$ cat src/rtl/uart_core_sys.sv
// uart_core_sys: full-duplex 8N1 UART with host-side TX and RX FIFOs
// Ports: clk; reset (async, active-low); rx/tx serial pins, idle high;
//   write_uart/write_data/tx_full form the TX FIFO push side;
//   read_uart/read_data/rx_empty/rx_full form the RX FIFO pop side (read_data registered);
//   rx_frame_error pulses for one clk when a stop bit is sampled low.
module uart_core_sys #(
  parameter int WIDTH         = 8,
  parameter int CLOCK_HZ      = 100_000_000,
  parameter int BAUD          = 115_200,
  parameter int OVERSAMPLE    = 16,
  parameter int TX_FIFO_DEPTH = 16,
  parameter int RX_FIFO_DEPTH = 16
) (
  input  logic             clk,
  input  logic             reset,
  input  logic             rx,
  output logic             tx,
  input  logic             read_uart,
  output logic [WIDTH-1:0] read_data,
  output logic             rx_empty,
  output logic             rx_full,
  input  logic [WIDTH-1:0] write_data,
  input  logic             write_uart,
  output logic             tx_full,
  output logic             rx_frame_error
);
  localparam int DIV = CLOCK_HZ / (BAUD * OVERSAMPLE);
  localparam int TW  = DIV > 1 ? $clog2(DIV) : 1;
  localparam int SW  = $clog2(OVERSAMPLE);
  localparam int NW  = WIDTH > 1 ? $clog2(WIDTH) : 1;
  localparam int TAW = $clog2(TX_FIFO_DEPTH);
  localparam int RAW = $clog2(RX_FIFO_DEPTH);
  localparam int TCW = TAW + 1;
  localparam int RCW = RAW + 1;
  typedef enum logic [1:0] {IDLE, START, DATA, STOP} state_t;
  logic [TW-1:0] tick_cnt_q, tick_cnt_d;
  logic tick;
  logic [1:0] sync_q, sync_d;
  logic rx_s;
  state_t rx_state_q, rx_state_d, tx_state_q, tx_state_d;
  logic [SW-1:0] rx_cnt_q, rx_cnt_d, tx_cnt_q, tx_cnt_d;
  logic [NW-1:0] rx_bit_q, rx_bit_d, tx_bit_q, tx_bit_d;
  logic [WIDTH-1:0] rx_sh_q, rx_sh_d, tx_sh_q, tx_sh_d;
  logic rx_half, rx_last, rx_push, frame_err_q, frame_err_d;
  logic tx_last, tx_pop, tx_q, tx_d;
  logic [WIDTH-1:0] txf_mem_q [TX_FIFO_DEPTH];
  logic [WIDTH-1:0] rxf_mem_q [RX_FIFO_DEPTH];
  logic [TAW-1:0] txf_wp_q, txf_wp_d, txf_rp_q, txf_rp_d;
  logic [RAW-1:0] rxf_wp_q, rxf_wp_d, rxf_rp_q, rxf_rp_d;
  logic [TCW-1:0] txf_cnt_q, txf_cnt_d;
  logic [RCW-1:0] rxf_cnt_q, rxf_cnt_d;
  logic txf_full_q, txf_full_d, txf_empty_q, txf_empty_d, txf_push;
  logic rxf_full_q, rxf_full_d, rxf_empty_q, rxf_empty_d, rxf_push, rxf_pop;
  logic [WIDTH-1:0] read_data_q, read_data_d;
  assign tx             = tx_q;
  assign read_data      = read_data_q;
  assign rx_empty       = rxf_empty_q;
  assign rx_full        = rxf_full_q;
  assign tx_full        = txf_full_q;
  assign rx_frame_error = frame_err_q;
  assign rx_s           = sync_q[1];
  always_comb begin
    tick = tick_cnt_q == TW'(DIV - 1);
    tick_cnt_d = tick ? '0 : tick_cnt_q + 1'b1;
    sync_d = {sync_q[0], rx};
  end
  // RX: half-bit check of the start bit, then one sample per bit period near mid-bit.
  assign rx_half = tick & (rx_state_q == START) & (rx_cnt_q == SW'(OVERSAMPLE / 2 - 1));
  assign rx_last = tick & (rx_cnt_q == SW'(OVERSAMPLE - 1));
  always_ff @(posedge clk or negedge reset)
    if (!reset) begin
      rx_state_q  <= IDLE;
      rx_cnt_q    <= '0;
      rx_bit_q    <= '0;
      rx_sh_q     <= '0;
      frame_err_q <= 1'b0;
    end else begin
      rx_state_q  <= rx_state_d;
      rx_cnt_q    <= rx_cnt_d;
      rx_bit_q    <= rx_bit_d;
      rx_sh_q     <= rx_sh_d;
      frame_err_q <= frame_err_d;
    end
  always_comb begin
    rx_state_d = rx_state_q;
    rx_sh_d = rx_sh_q;
    rx_cnt_d = (rx_state_q == IDLE || rx_half || rx_last) ? '0 : rx_cnt_q + SW'(tick);
    rx_bit_d = rx_state_q != DATA ? '0 : rx_bit_q + NW'(rx_last);
    case (rx_state_q)
      IDLE:  rx_state_d = rx_s ? IDLE : START;
      START: if (rx_half) rx_state_d = rx_s ? IDLE : DATA;
      DATA:  if (rx_last) begin
        rx_sh_d = {rx_s, rx_sh_q[WIDTH-1:1]};
        if (rx_bit_q == NW'(WIDTH - 1)) rx_state_d = STOP;
      end
      default: if (rx_last) rx_state_d = IDLE;
    endcase
  end
  always_comb begin
    rx_push = (rx_state_q == STOP) & rx_last & rx_s;
    frame_err_d = (rx_state_q == STOP) & rx_last & ~rx_s;
  end
  // TX: frames start on a tick so every bit lasts exactly OVERSAMPLE ticks; the
  // next queued byte is popped on the final stop-bit tick for back-to-back frames.
  assign tx_last = tick & (tx_cnt_q == SW'(OVERSAMPLE - 1));
  assign tx_pop  = tick & ~txf_empty_q & ((tx_state_q == IDLE) | ((tx_state_q == STOP) & tx_last));
  always_ff @(posedge clk or negedge reset)
    if (!reset) begin
      tx_state_q <= IDLE;
      tx_cnt_q   <= '0;
      tx_bit_q   <= '0;
      tx_sh_q    <= '0;
      tx_q       <= 1'b1;
    end else begin
      tx_state_q <= tx_state_d;
      tx_cnt_q   <= tx_cnt_d;
      tx_bit_q   <= tx_bit_d;
      tx_sh_q    <= tx_sh_d;
      tx_q       <= tx_d;
    end
  always_comb begin
    tx_state_d = tx_state_q;
    tx_sh_d = tx_sh_q;
    tx_cnt_d = (tx_state_q == IDLE || tx_last) ? '0 : tx_cnt_q + SW'(tick);
    tx_bit_d = tx_state_q != DATA ? '0 : tx_bit_q + NW'(tx_last);
    case (tx_state_q)
      IDLE:  if (tx_pop) begin
        tx_state_d = START;
        tx_sh_d = txf_mem_q[txf_rp_q];
      end
      START: if (tx_last) tx_state_d = DATA;
      DATA:  if (tx_last) begin
        tx_sh_d = tx_sh_q >> 1;
        if (tx_bit_q == NW'(WIDTH - 1)) tx_state_d = STOP;
      end
      default: if (tx_pop) begin
        tx_state_d = START;
        tx_sh_d = txf_mem_q[txf_rp_q];
      end else if (tx_last) tx_state_d = IDLE;
    endcase
  end
  always_comb tx_d = tx_state_d == START ? 1'b0 : tx_state_d == DATA ? tx_sh_d[0] : 1'b1;
  // FIFOs: flags come from the sampled count, so a push into a full FIFO is
  // blocked even when a pop happens on the same edge.
  always_comb begin
    txf_push = write_uart & ~txf_full_q;
    txf_wp_d = txf_wp_q + TAW'(txf_push);
    txf_rp_d = txf_rp_q + TAW'(tx_pop);
    txf_cnt_d = txf_cnt_q + TCW'(txf_push) - TCW'(tx_pop);
    txf_full_d = txf_cnt_d == TCW'(TX_FIFO_DEPTH);
    txf_empty_d = txf_cnt_d == '0;
    rxf_push = rx_push & ~rxf_full_q;
    rxf_pop = read_uart & ~rxf_empty_q;
    rxf_wp_d = rxf_wp_q + RAW'(rxf_push);
    rxf_rp_d = rxf_rp_q + RAW'(rxf_pop);
    rxf_cnt_d = rxf_cnt_q + RCW'(rxf_push) - RCW'(rxf_pop);
    rxf_full_d = rxf_cnt_d == RCW'(RX_FIFO_DEPTH);
    rxf_empty_d = rxf_cnt_d == '0;
    read_data_d = rxf_pop ? rxf_mem_q[rxf_rp_q] : read_data_q;
  end
  always_ff @(posedge clk or negedge reset)
    if (!reset) begin
      tick_cnt_q  <= '0;
      sync_q      <= '1;
      txf_wp_q    <= '0;
      txf_rp_q    <= '0;
      txf_cnt_q   <= '0;
      txf_full_q  <= 1'b0;
      txf_empty_q <= 1'b1;
      rxf_wp_q    <= '0;
      rxf_rp_q    <= '0;
      rxf_cnt_q   <= '0;
      rxf_full_q  <= 1'b0;
      rxf_empty_q <= 1'b1;
      read_data_q <= '0;
    end else begin
      tick_cnt_q  <= tick_cnt_d;
      sync_q      <= sync_d;
      txf_wp_q    <= txf_wp_d;
      txf_rp_q    <= txf_rp_d;
      txf_cnt_q   <= txf_cnt_d;
      txf_full_q  <= txf_full_d;
      txf_empty_q <= txf_empty_d;
      rxf_wp_q    <= rxf_wp_d;
      rxf_rp_q    <= rxf_rp_d;
      rxf_cnt_q   <= rxf_cnt_d;
      rxf_full_q  <= rxf_full_d;
      rxf_empty_q <= rxf_empty_d;
      read_data_q <= read_data_d;
    end
  always_ff @(posedge clk) begin
    if (txf_push) txf_mem_q[txf_wp_q] <= write_data;
    if (rxf_push) rxf_mem_q[rxf_wp_q] <= rx_sh_q;
  end
endmodule

$ cat config.mk
export PLATFORM = sky130hd
export DESIGN_NAME = uart_core_sys
export DESIGN_NICKNAME = d
export VERILOG_FILES = /design/src/rtl/uart_core_sys.sv
export SDC_FILE = /design/constraint.sdc
export NUM_CORES = 1
export LEC_CHECK = 0
export ABC_AREA = 1
export ABC_CLOCK_PERIOD_IN_PS = 4750
export BUFFER_PORTS_ARGS = -buffer_cell sky130_fd_sc_hd__buf_2
export CORE_ASPECT_RATIO = 0.9
export CORE_MARGIN = 2
export CORE_UTILIZATION = 45
export CTS_BUF_LIST = sky130_fd_sc_hd__clkbuf_8
export CTS_CLUSTER_SIZE = 25
export DETAILED_ROUTE_END_ITERATION = 16
export MAX_ROUTING_LAYER = met4
export RECOVER_POWER = 50
export SLEW_MARGIN = 20
export SYNTH_ARGS = -nofsm -noshare
export SYNTH_HDL_FRONTEND = slang
export SYNTH_SLANG_ARGS = --single-unit
$ cat constraint.sdc
create_clock -name clk -period 4.75 [get_ports clk]
set_clock_uncertainty 0.1 [all_clocks]
set_input_delay 0.95 -clock clk [delete_from_list [all_inputs] [get_ports clk]]
set_output_delay 0.95 -clock clk [all_outputs]
set_load 0.05 [all_outputs]
==> results of run 1 <==
sequential cells by signal, summed over array words and instances (netlist names), 3 cells and up:
register	count
rxf_cnt_q	5
read_data	8
txf_rp_q	4
rxf_mem_q	128
rxf_rp_q	4
rx_sh_q	8
txf_wp_q	4
rx_bit_q	3
tx_bit_q	3
tx_sh_q	8
tx_cnt_q	4
tick_cnt_q	6
rx_cnt_q	4
rxf_wp_q	4
txf_cnt_q	5
txf_mem_q	128
per-stage QoR:
step | util | hold WS (ps) | area, sq um | cells
after CTS | 0.507 | 257 | 15600 | 1701
after floorplan | - | 245 | 14000 | 1203
after global routing | 0.506 | 264 | 15600 | 1701
after global placement | 0.473 | 246 | 14500 | 1600
final | 0.506 | 256 | 15600 | 1701
after detailed placement | 0.473 | 249 | 14500 | 1600
final cells by class:
class / count / share of cell area
inverter: 81 / 0.0196
clock buffer: 62 / 0.0548
tap: 409 / 0.0329
sequential: 338 / 0.626
clock inverter: 39 / 0.0124
timing repair buffer: 33 / 0.0112
multi-input combinational: 739 / 0.243
placed cells by master, fill, tap and decap left out, drive strengths merged:
| master | n |
|---|---|
| nor3 | 3 |
| fa | 2 |
| clkinv | 17 |
| nor3b | 1 |
| xnor2 | 9 |
| edfxtp | 256 |
| o22ai | 16 |
| a22oi | 2 |
| bufinv | 1 |
| buf | 24 |
| xor2 | 14 |
| ha | 31 |
| nor2 | 114 |
| nand2 | 267 |
| dfstp | 5 |
| inv | 102 |
| dfrtp | 77 |
| o21ai | 64 |
| a21oi | 58 |
| o211ai | 11 |
| nand4 | 1 |
| and3 | 1 |
| mux2 | 1 |
| mux2i | 16 |
| a31oi | 1 |
| nand3 | 127 |
| clkbuf | 71 |
synthesized netlist by cell type (3+ instances only):
| cell | number | area, sq um |
|---|---|---|
| sky130_fd_sc_hd__ha_1 | 31 | 388 |
| sky130_fd_sc_hd__nand3_1 | 121 | 606 |
| sky130_fd_sc_hd__dfrtp_1 | 77 | 1930 |
| sky130_fd_sc_hd__o21ai_1 | 10 | 50.1 |
| sky130_fd_sc_hd__inv_2 | 5 | 18.8 |
| sky130_fd_sc_hd__buf_2 | 16 | 80.1 |
| sky130_fd_sc_hd__nor2_1 | 111 | 417 |
| sky130_fd_sc_hd__clkinv_1 | 3 | 11.3 |
| sky130_fd_sc_hd__xor2_1 | 14 | 123 |
| sky130_fd_sc_hd__buf_1 | 8 | 30.0 |
| sky130_fd_sc_hd__inv_1 | 73 | 274 |
| sky130_fd_sc_hd__a21oi_1 | 58 | 290 |
| sky130_fd_sc_hd__dfstp_2 | 5 | 131 |
| sky130_fd_sc_hd__nand2_2 | 5 | 31.3 |
| sky130_fd_sc_hd__xnor2_1 | 9 | 78.8 |
| sky130_fd_sc_hd__o211ai_1 | 11 | 82.6 |
| sky130_fd_sc_hd__edfxtp_1 | 256 | 7690 |
| sky130_fd_sc_hd__clkbuf_1 | 21 | 78.8 |
| sky130_fd_sc_hd__mux2i_1 | 16 | 160 |
| sky130_fd_sc_hd__nand3_2 | 6 | 60.1 |
| sky130_fd_sc_hd__nand2_1 | 262 | 983 |
| sky130_fd_sc_hd__o21ai_0 | 54 | 270 |
| sky130_fd_sc_hd__o22ai_1 | 16 | 100 |
worst register-to-register path: cells and delay by family, from the launching register on:
family	cells	cell delay [ps]
AND/OR/NAND/NOR	6	1030
adder cells (fa/ha/maj)	4	970
buffers and inverters	6	450
flip-flops	1	390
AO/OA/AOI/OAI	1	240
XOR/XNOR	1	160
cell families (layout without fill, tap and decap cells):
logic type,count (synthesis),after routing,synth area share
compound gates,152,152,0.0581
xor+xnor,23,23,0.0144
fa+ha+maj,33,33,0.0305
buf+inv,126,215,0.0352
flops,338,338,0.695
mux,17,17,0.0122
simple gates,514,514,0.155
routing by layer:
metal,vias up,global-route usage
met5,-,-
met4,0,0.0667
met3,61,0.0324
met2,257,0.285
met1,4142,0.269
li1,4252,-
power breakdown:
part / switching, mW / total [mW] / internal (mW)
registers: 0.158 / 3.60 / 3.44
clock network: 1.13 / 2.37 / 1.25
logic: 1.17 / 1.66 / 0.496
final timing paths:
check                      cells past startpoint          start       endpoint
setup / recovery                              18  tick_cnt_q[1]       rx_empty
hold / removal                                 0      sync_q[0]      sync_q[1]
setup reg to reg                              18  tick_cnt_q[1]       rx_empty
hold reg to reg                                0      sync_q[0]      sync_q[1]
max in group asynchronous                      2          reset  tick_cnt_q[3]
min in group asynchronous                      1          reset   read_data[2]
==> summary.txt, run 1 <==
Cells and area
  • Proportion of layout cells with a drive suffix above 1: 0.0967
  • Combined area of the multi-input logic cells: 0.00378 sq mm
  • Fill cells: 2744
  • Count of antenna diodes in the layout: 0
  • Layout overhead on the synthesized area: 11.0%
  • Number of nets in the layout: 1293
  • Combined flip-flop and latch cell area: 0.00975 sq mm

STA
  • Final Hold Violating Endpoints: 0
  • Worst max-slew margin expressed relative to the limit: 0.362
  • Maximum clock frequency: 296 MHz
  • Transition time at the pin with the least slew margin: 955 ps
  • Final critical-path setup slack: 1370 ps
  • Endpoints failing setup: 0
  • Final Max Tran Viols: 0
  • Portion of the clock cycle consumed by the worst path in the final layout: 0.711
  • Unrepaired setup endpoints after global routing: false
  • Sum Neg Setup Slack: 0 ps
  • Shortest clock period the worst path allows after layout: 3380 ps

Clock tree
  • Number of hold buffers added after CTS: 0
  • Clock net sink count: 338
  • Buffer levels on the longest clock path: 3
  • Clock tree from TritonCTS: yes
  • H-tree Lvls: 2
  • Clock transition at path regs: 60 ps
  • Clock root buffer: sky130_fd_sc_hd__clkbuf_8
  • Inserted Clock Buffers: 54
  • Post-CTS sizing: 0
  • Number of buffers added for setup after CTS: 0
  • Clock insertion delay at the later pin of the skew report: 600 ps

Drt
  • Detail Route met3 WL: 1.70 mm
  • Total number of vias: 8712
  • Post-route DRC violation count: 0
  • DR WL/cell: 17.4 um
  • Routed wl met2: 13.4 mm
  • Count of antenna-violating nets left after detailed routing: 0
  • Drt pass-1 iters: 5
  • Number of DRC markers after the initial detailed-route iteration: 617
  • Aggregate routed wire length: 29.5 mm
  • Met1 Wirelength: 13.7 mm
  • Highest metal layer with signal wires: met4
  • Vias per Instance: 5.12

Worst setup path
  • Category of the worst setup path capture point: flop
  • Internal reg-to-reg setup slack: 1370 ps
  • Worst-path maximum fanout: 15
  • Worst path arrival time: 3810 ps
  • CP delay by family, top: simple AND/OR/NAND/NOR gates
  • Maximum cell stage delay along the critical path: 390 ps
  • Element type at the critical path start: flop
  • Cell with the largest stage delay on the worst path: sky130_fd_sc_hd__dfrtp_1
  • Crit-path cells: inv_1 > ha_1 > nand3_1 > nor2_4 > nand3_2 > inv_2 > nand3_2 > nor3_4 > inv_1 > ha_1 > inv_1 > ha_1 > inv_1 > fa_1 > o21ai_0 > xnor2_1 > inv_1 > nor2_1
  • Worst setup path category: flop to flop
  • Buffer and inverter count on the worst path: 6
  • Data required, critical path: 5180 ps
  • CP dominant cell by count: sky130_fd_sc_hd__inv_1

Pwr
  • Total design power: 7.64 mW
  • Power per unit of standard cell area: 491 mW/mm^2
  • Maximum ir drop on the vdd rail: 369 uV
  • Reported leakage power: 5.93 nW

Synthesis
  • Average footprint of a synthesized cell: 11.7 sq um
  • Fraction of the yosys area taken by sequential cells: 0.695
  • Summed instance area of the synthesized netlist: 0.0140 sq mm
  • Leading register cell type out of synthesis: sky130_fd_sc_hd__edfxtp_1
  • Netlist cell types: 34
  • Number of nets produced by synthesis: 1249
  • Number of flops mapped to enable cells by yosys: 256
  • Share of synthesized flip-flops with an asynchronous set or reset: 0.243
  • Post-synthesis instance total: 1203
  • Register bit total from synthesis: 338
  • Number of warning messages in the yosys log: 0

Placement
  • Worst slack at placement: 1350 ps
  • Detailed placer's ending HPWL: 17.8 mm
  • Routability cong.: 0.818
  • Number of port buffers: 25

Die
  • Die outline width: 190 um
  • Chip height: 171 um
  • Total core area: 0.0308 sq mm
  • Placement row count: 61
  • Number of placed I/O pins: 26
  • Initial core utilization: 0.456
  • Die Footprint: 0.0326 sq mm

Global routing
  • Overflow left after global routing: 0
  • GRT Resource Usage Total: 0.192
  • Antenna violations before repair: 0
  • Via count of the first global-routing pass: 8326
  • First-pass GRT wire length: 46.5 mm
  • Pin count of the biggest net entering global routing: 68

Job
  • Max-capacitance violation count: 0

Hold path
  • Tightest Hold Check Type: flop to flop

Run status
  • Outcome: finished clean
No activity file was read; power rests on OpenSTA's default activity.
==> inputs of run 2 (changes only) <==
--- a/config.mk
+++ b/config.mk
@@ -5,8 +5,8 @@
 export SDC_FILE = /design/constraint.sdc
 export NUM_CORES = 1
 export LEC_CHECK = 0
-export ABC_AREA = 1
-export ABC_CLOCK_PERIOD_IN_PS = 4750
+export ABC_AREA = 0
+export ABC_CLOCK_PERIOD_IN_PS = 3300
 export BUFFER_PORTS_ARGS = -buffer_cell sky130_fd_sc_hd__buf_2
 export CORE_ASPECT_RATIO = 0.9
 export CORE_MARGIN = 2
==> constraint.sdc (replaced) <==
create_clock -name clk -period 3.3 [get_ports clk]
set_clock_uncertainty 0.1 [all_clocks]
set_input_delay 0.66 -clock clk [delete_from_list [all_inputs] [get_ports clk]]
set_output_delay 0.66 -clock clk [all_outputs]
set_load 0.05 [all_outputs]
==> summary.txt, run 2 <==
Cells and area
  • Count of antenna diodes in the layout: 0 (unchanged)
  • Most common cell after layout, fill and taps aside: sky130_fd_sc_hd__edfxtp_1
  • Combined area of the multi-input logic cells: 0.00374 sq mm (-1.0%)
  • Number of nets in the layout: 936 (-28%)
  • Fill cells: 2432 (-11%)
  • Registers with the most flip-flops: rxf_mem_q x128, txf_mem_q x128
  • Highest-count cells in the layout ignoring fill and taps: sky130_fd_sc_hd__edfxtp_1 (256), sky130_fd_sc_hd__dfrtp_1 (75), sky130_fd_sc_hd__clkbuf_8 (60), sky130_fd_sc_hd__buf_4 (59), sky130_fd_sc_hd__mux4_2 (57)
  • Proportion of layout cells with a drive suffix above 1: 0.264 (+0.167)
  • Number of cells in the finished layout apart from fillers: 1336 (-21%)
  • Final core utilization: 0.524 (+0.0179)
  • Layout overhead on the synthesized area: 14.1%
  • Combined flip-flop and latch cell area: 0.00975 sq mm (unchanged)
  • Final non-filler cell area: 0.0157 sq mm (+0.82%)

Die
  • Total core area: 0.0300 sq mm (-2.6%)
  • Number of placed I/O pins: 26 (unchanged)
  • Initial core utilization: 0.459 (+0.00326)
  • Placement row count: 60 (-1.6%)
  • Chip height: 170 um (-0.94%)
  • Die outline width: 188 um (-0.94%)
  • Die Footprint: 0.0320 sq mm (-1.9%)

Placement
  • Worst slack at placement: -22.6 ps (-1370 ps)
  • Routability cong.: 0.839 (+2.5%)
  • Post-place instance area: 0.0146 sq mm (+0.34%)
  • Number of port buffers: 25 (unchanged)
  • Detailed placer's ending HPWL: 17.4 mm (-2.3%)
  • Cell count after placement: 1228 (-23%)

STA
  • Unrepaired setup endpoints after global routing: true
  • Shortest clock period the worst path allows after layout: 3250 ps (-132 ps)
  • Final Hold Violating Endpoints: 0 (unchanged)
  • Worst hold slack: 97.5 ps (-158 ps)
  • Transition time at the pin with the least slew margin: 1610 ps (+658 ps)
  • Endpoints failing setup: 0 (unchanged)
  • Maximum clock frequency: 308 MHz (+4.1%)
  • Final Max Tran Viols: 63 (+63)
  • Final critical-path setup slack: 53.4 ps (-1320 ps)
  • Portion of the clock cycle consumed by the worst path in the final layout: 0.984 (+0.273)
  • Worst max-slew margin expressed relative to the limit: -0.0754 (-0.438)

Synthesis
  • Leading register cell type out of synthesis: sky130_fd_sc_hd__edfxtp_1
  • Area share of and/or/nand/nor cells after synthesis: 0.0550 (-0.0995)
  • Cells taking the most area after synthesis: sky130_fd_sc_hd__edfxtp_1 (56%), sky130_fd_sc_hd__dfrtp_1 (14%), sky130_fd_sc_hd__mux4_2 (9.3%)
  • Summed instance area of the synthesized netlist: 0.0138 sq mm (-1.9%)
  • Share of synthesized flip-flops with an asynchronous set or reset: 0.243 (unchanged)
  • Share of the synthesized area in compound gates (AO/OA/AOI/OAI): 0.0419 (-0.0162)
  • Number of nets produced by synthesis: 829 (-34%)
  • Count leader, synth: sky130_fd_sc_hd__edfxtp_1
  • Number of warning messages in the yosys log: 0 (unchanged)
  • Register bit total from synthesis: 338 (unchanged)
  • Netlist cell types: 55 (+62%)
  • Post-synthesis share of cell area spent on xor and xnor gates: 0.0166 (+0.00219)
  • Post-synthesis instance total: 783 (-35%)
  • Fraction of the yosys area taken by sequential cells: 0.709 (+0.0136)
  • Arithmetic-cell share of the synthesized area counting full adders, half adders and majority gates: 0.0311 (+0.000597)
  • Area share of the largest cell type after synthesis: 0.559 (+0.0107)
  • Cell type with the largest total area after synthesis: sky130_fd_sc_hd__edfxtp_1
  • Most common library cells after synthesis: sky130_fd_sc_hd__edfxtp_1 (256), sky130_fd_sc_hd__dfrtp_1 (77), sky130_fd_sc_hd__mux4_2 (57), sky130_fd_sc_hd__nor2_1 (38), sky130_fd_sc_hd__ha_1 (31)
  • Average footprint of a synthesized cell: 17.6 sq um (+51%)
  • Dominant combinational cell family by area after synthesis: multiplexers
  • Number of flops mapped to enable cells by yosys: 256 (unchanged)
  • Share of cell area taken by muxes after synthesis: 0.125 (+0.113)

Job
  • Max-capacitance violation count: 1 (+1)

Clock tree
  • Clock net sink count: 338 (unchanged)
  • Buffer levels on the longest clock path: 3 (unchanged)
  • Clock tree from TritonCTS: yes
  • Clock root buffer: sky130_fd_sc_hd__clkbuf_8
  • Clock insertion delay at the later pin of the skew report: 580 ps (-20 ps)
  • Inserted Clock Buffers: 54 (unchanged)
  • H-tree Lvls: 2 (unchanged)
  • Number of hold buffers added after CTS: 0 (unchanged)
  • Clock transition at path regs: 60 ps (about the same)

Worst setup path
  • Element type at the critical path start: flop
  • FF-to-FF Start: tick_cnt_q[1]
  • Cell with the largest stage delay on the worst path: sky130_fd_sc_hd__or4_4
  • CP dominant cell by count: sky130_fd_sc_hd__inv_2
  • Internal reg-to-reg setup slack: 50 ps (-1320 ps)
  • Maximum cell stage delay along the critical path: 530 ps (+140 ps)
  • CP delay by family, top: simple AND/OR/NAND/NOR gates
  • Buffer and inverter count on the worst path: 5 (-1)
  • Worst reg2reg path depth: 15 (-3)
  • Worst setup path category: flop to flop
  • Data required, critical path: 3720 ps (-1460 ps)
  • Crit-path cells: inv_2 > ha_4 > nand4_4 > nor3_4 > nand2_2 > nor4_4 > inv_1 > ha_1 > inv_1 > ha_2 > inv_2 > fa_1 > inv_2 > or4_4 > nor2b_2
  • Worst path arrival time: 3660 ps (-150 ps)
  • FF-to-FF End: rx_full
  • Worst-path maximum fanout: 3 (-12)
  • Category of the worst setup path capture point: flop

Pwr
  • Power per unit of standard cell area: 674 mW/mm^2 (+37%)
  • Reported leakage power: 5.48 nW (-7.7%)
  • Maximum ir drop on the vdd rail: 490 uV (+33%)

Drt
  • Post-route DRC violation count: 0 (unchanged)
  • Count of antenna-violating nets left after detailed routing: 0 (unchanged)
  • DR WL/cell: 20.2 um (+16%)
  • Aggregate routed wire length: 27.0 mm (-8.7%)
  • Drt pass-1 iters: 5 (unchanged)
  • Vias per Instance: 5.39 (+5.2%)
  • Number of DRC markers after the initial detailed-route iteration: 474 (-23%)
  • Total number of vias: 7199 (-17%)

Hold path
  • Hold-critical path endpoint: sync_q[0]
  • Hold depth: 1 (+1)
  • Tightest Hold Check Type: primary input to flop
  • Hold path start: rx

Global routing
  • Overflow left after global routing: 0 (unchanged)
  • Antenna violations before repair: 0 (unchanged)
  • Via count of the first global-routing pass: 7579 (-9.0%)
  • First-pass GRT wire length: 42.5 mm (-8.7%)
  • GRT Resource Usage Total: 0.179 (-0.0125)
  • Pin count of the biggest net entering global routing: 63 (-7.4%)

Run status
  • Outcome: complete, but fails checks
  • Failing checks: max-capacitance violations, max-slew violations
[run 2: cell count changes after synthesis, sizes merged, moves of 42 or more]
| cell | change |
|---|---|
| nand3 | -116 |
| nor2 | -75 |
| a21oi | -42 |
| o21ai | -45 |
| mux4 | +57 |
| nand2 | -238 |
| inv | -51 |
[run 2: layer usage]
metal | global-route usage | vias to the layer above | wire [um]
li1 | - | 3262 | -
met3 | 0.0299 | 51 | 1210
met4 | 0.0517 | 0 | 567
met5 | - | - | 0
met1 | 0.235 | 3709 | 12100
met2 | 0.292 | 177 | 13100
[run 2: how the worst max path moves through the flow]
stage | from | endpoint | slack, ps | cells after the start
floorplan | tick_cnt_q[1] | rx_full | 40 | 15
global placement | tick_cnt_q[1] | rx_full | 80 | 15
detailed placement | tick_cnt_q[1] | rx_full | -20 | 15
CTS | tick_cnt_q[1] | rx_full | 20 | 15
global route | tick_cnt_q[1] | rx_full | -130 | 15
finish | tick_cnt_q[1] | rx_full | 50 | 15
[run 2: cell families after synthesis]
kind of cell	count (synthesis)
buffers and inverters	62
AOI/OAI and AO/OA	84
xor gates and xnor gates	26
DFF	338
muxes	99
and+or+nand+nor	141
adders and majority gates	33
[run 2: per-stage QoR]
stage / power (mW) / setup TNS (ps)
final: 10.6 / 0
after global routing: 11.1 / -257
after CTS: 10.6 / 0
after detailed placement: 7.28 / -22.6
after global placement: 7.18 / 0
after floorplan: 6.67 / 0
[run 2: where the power goes]
group          switching, mW  internal, mW
combinational           1.23         0.782
sequential             0.272          4.95
clock                   1.60          1.75
[run 2: final cells by class]
type                       instances  share of cell area
inverter                          27             0.00646
sequential                       338               0.621
tap                              403              0.0321
clock inverter                    39              0.0132
clock buffer                      60              0.0526
multi-input combinational        383               0.239
timing repair buffer              86              0.0360
[run 2: timing repair]
action | 4_1_cts | 5_1_grt
buffers inserted | 0 | 9
setup endpoints to repair | 1 | 4
pin swaps | 1 | 5
resized for setup | 0 | 12
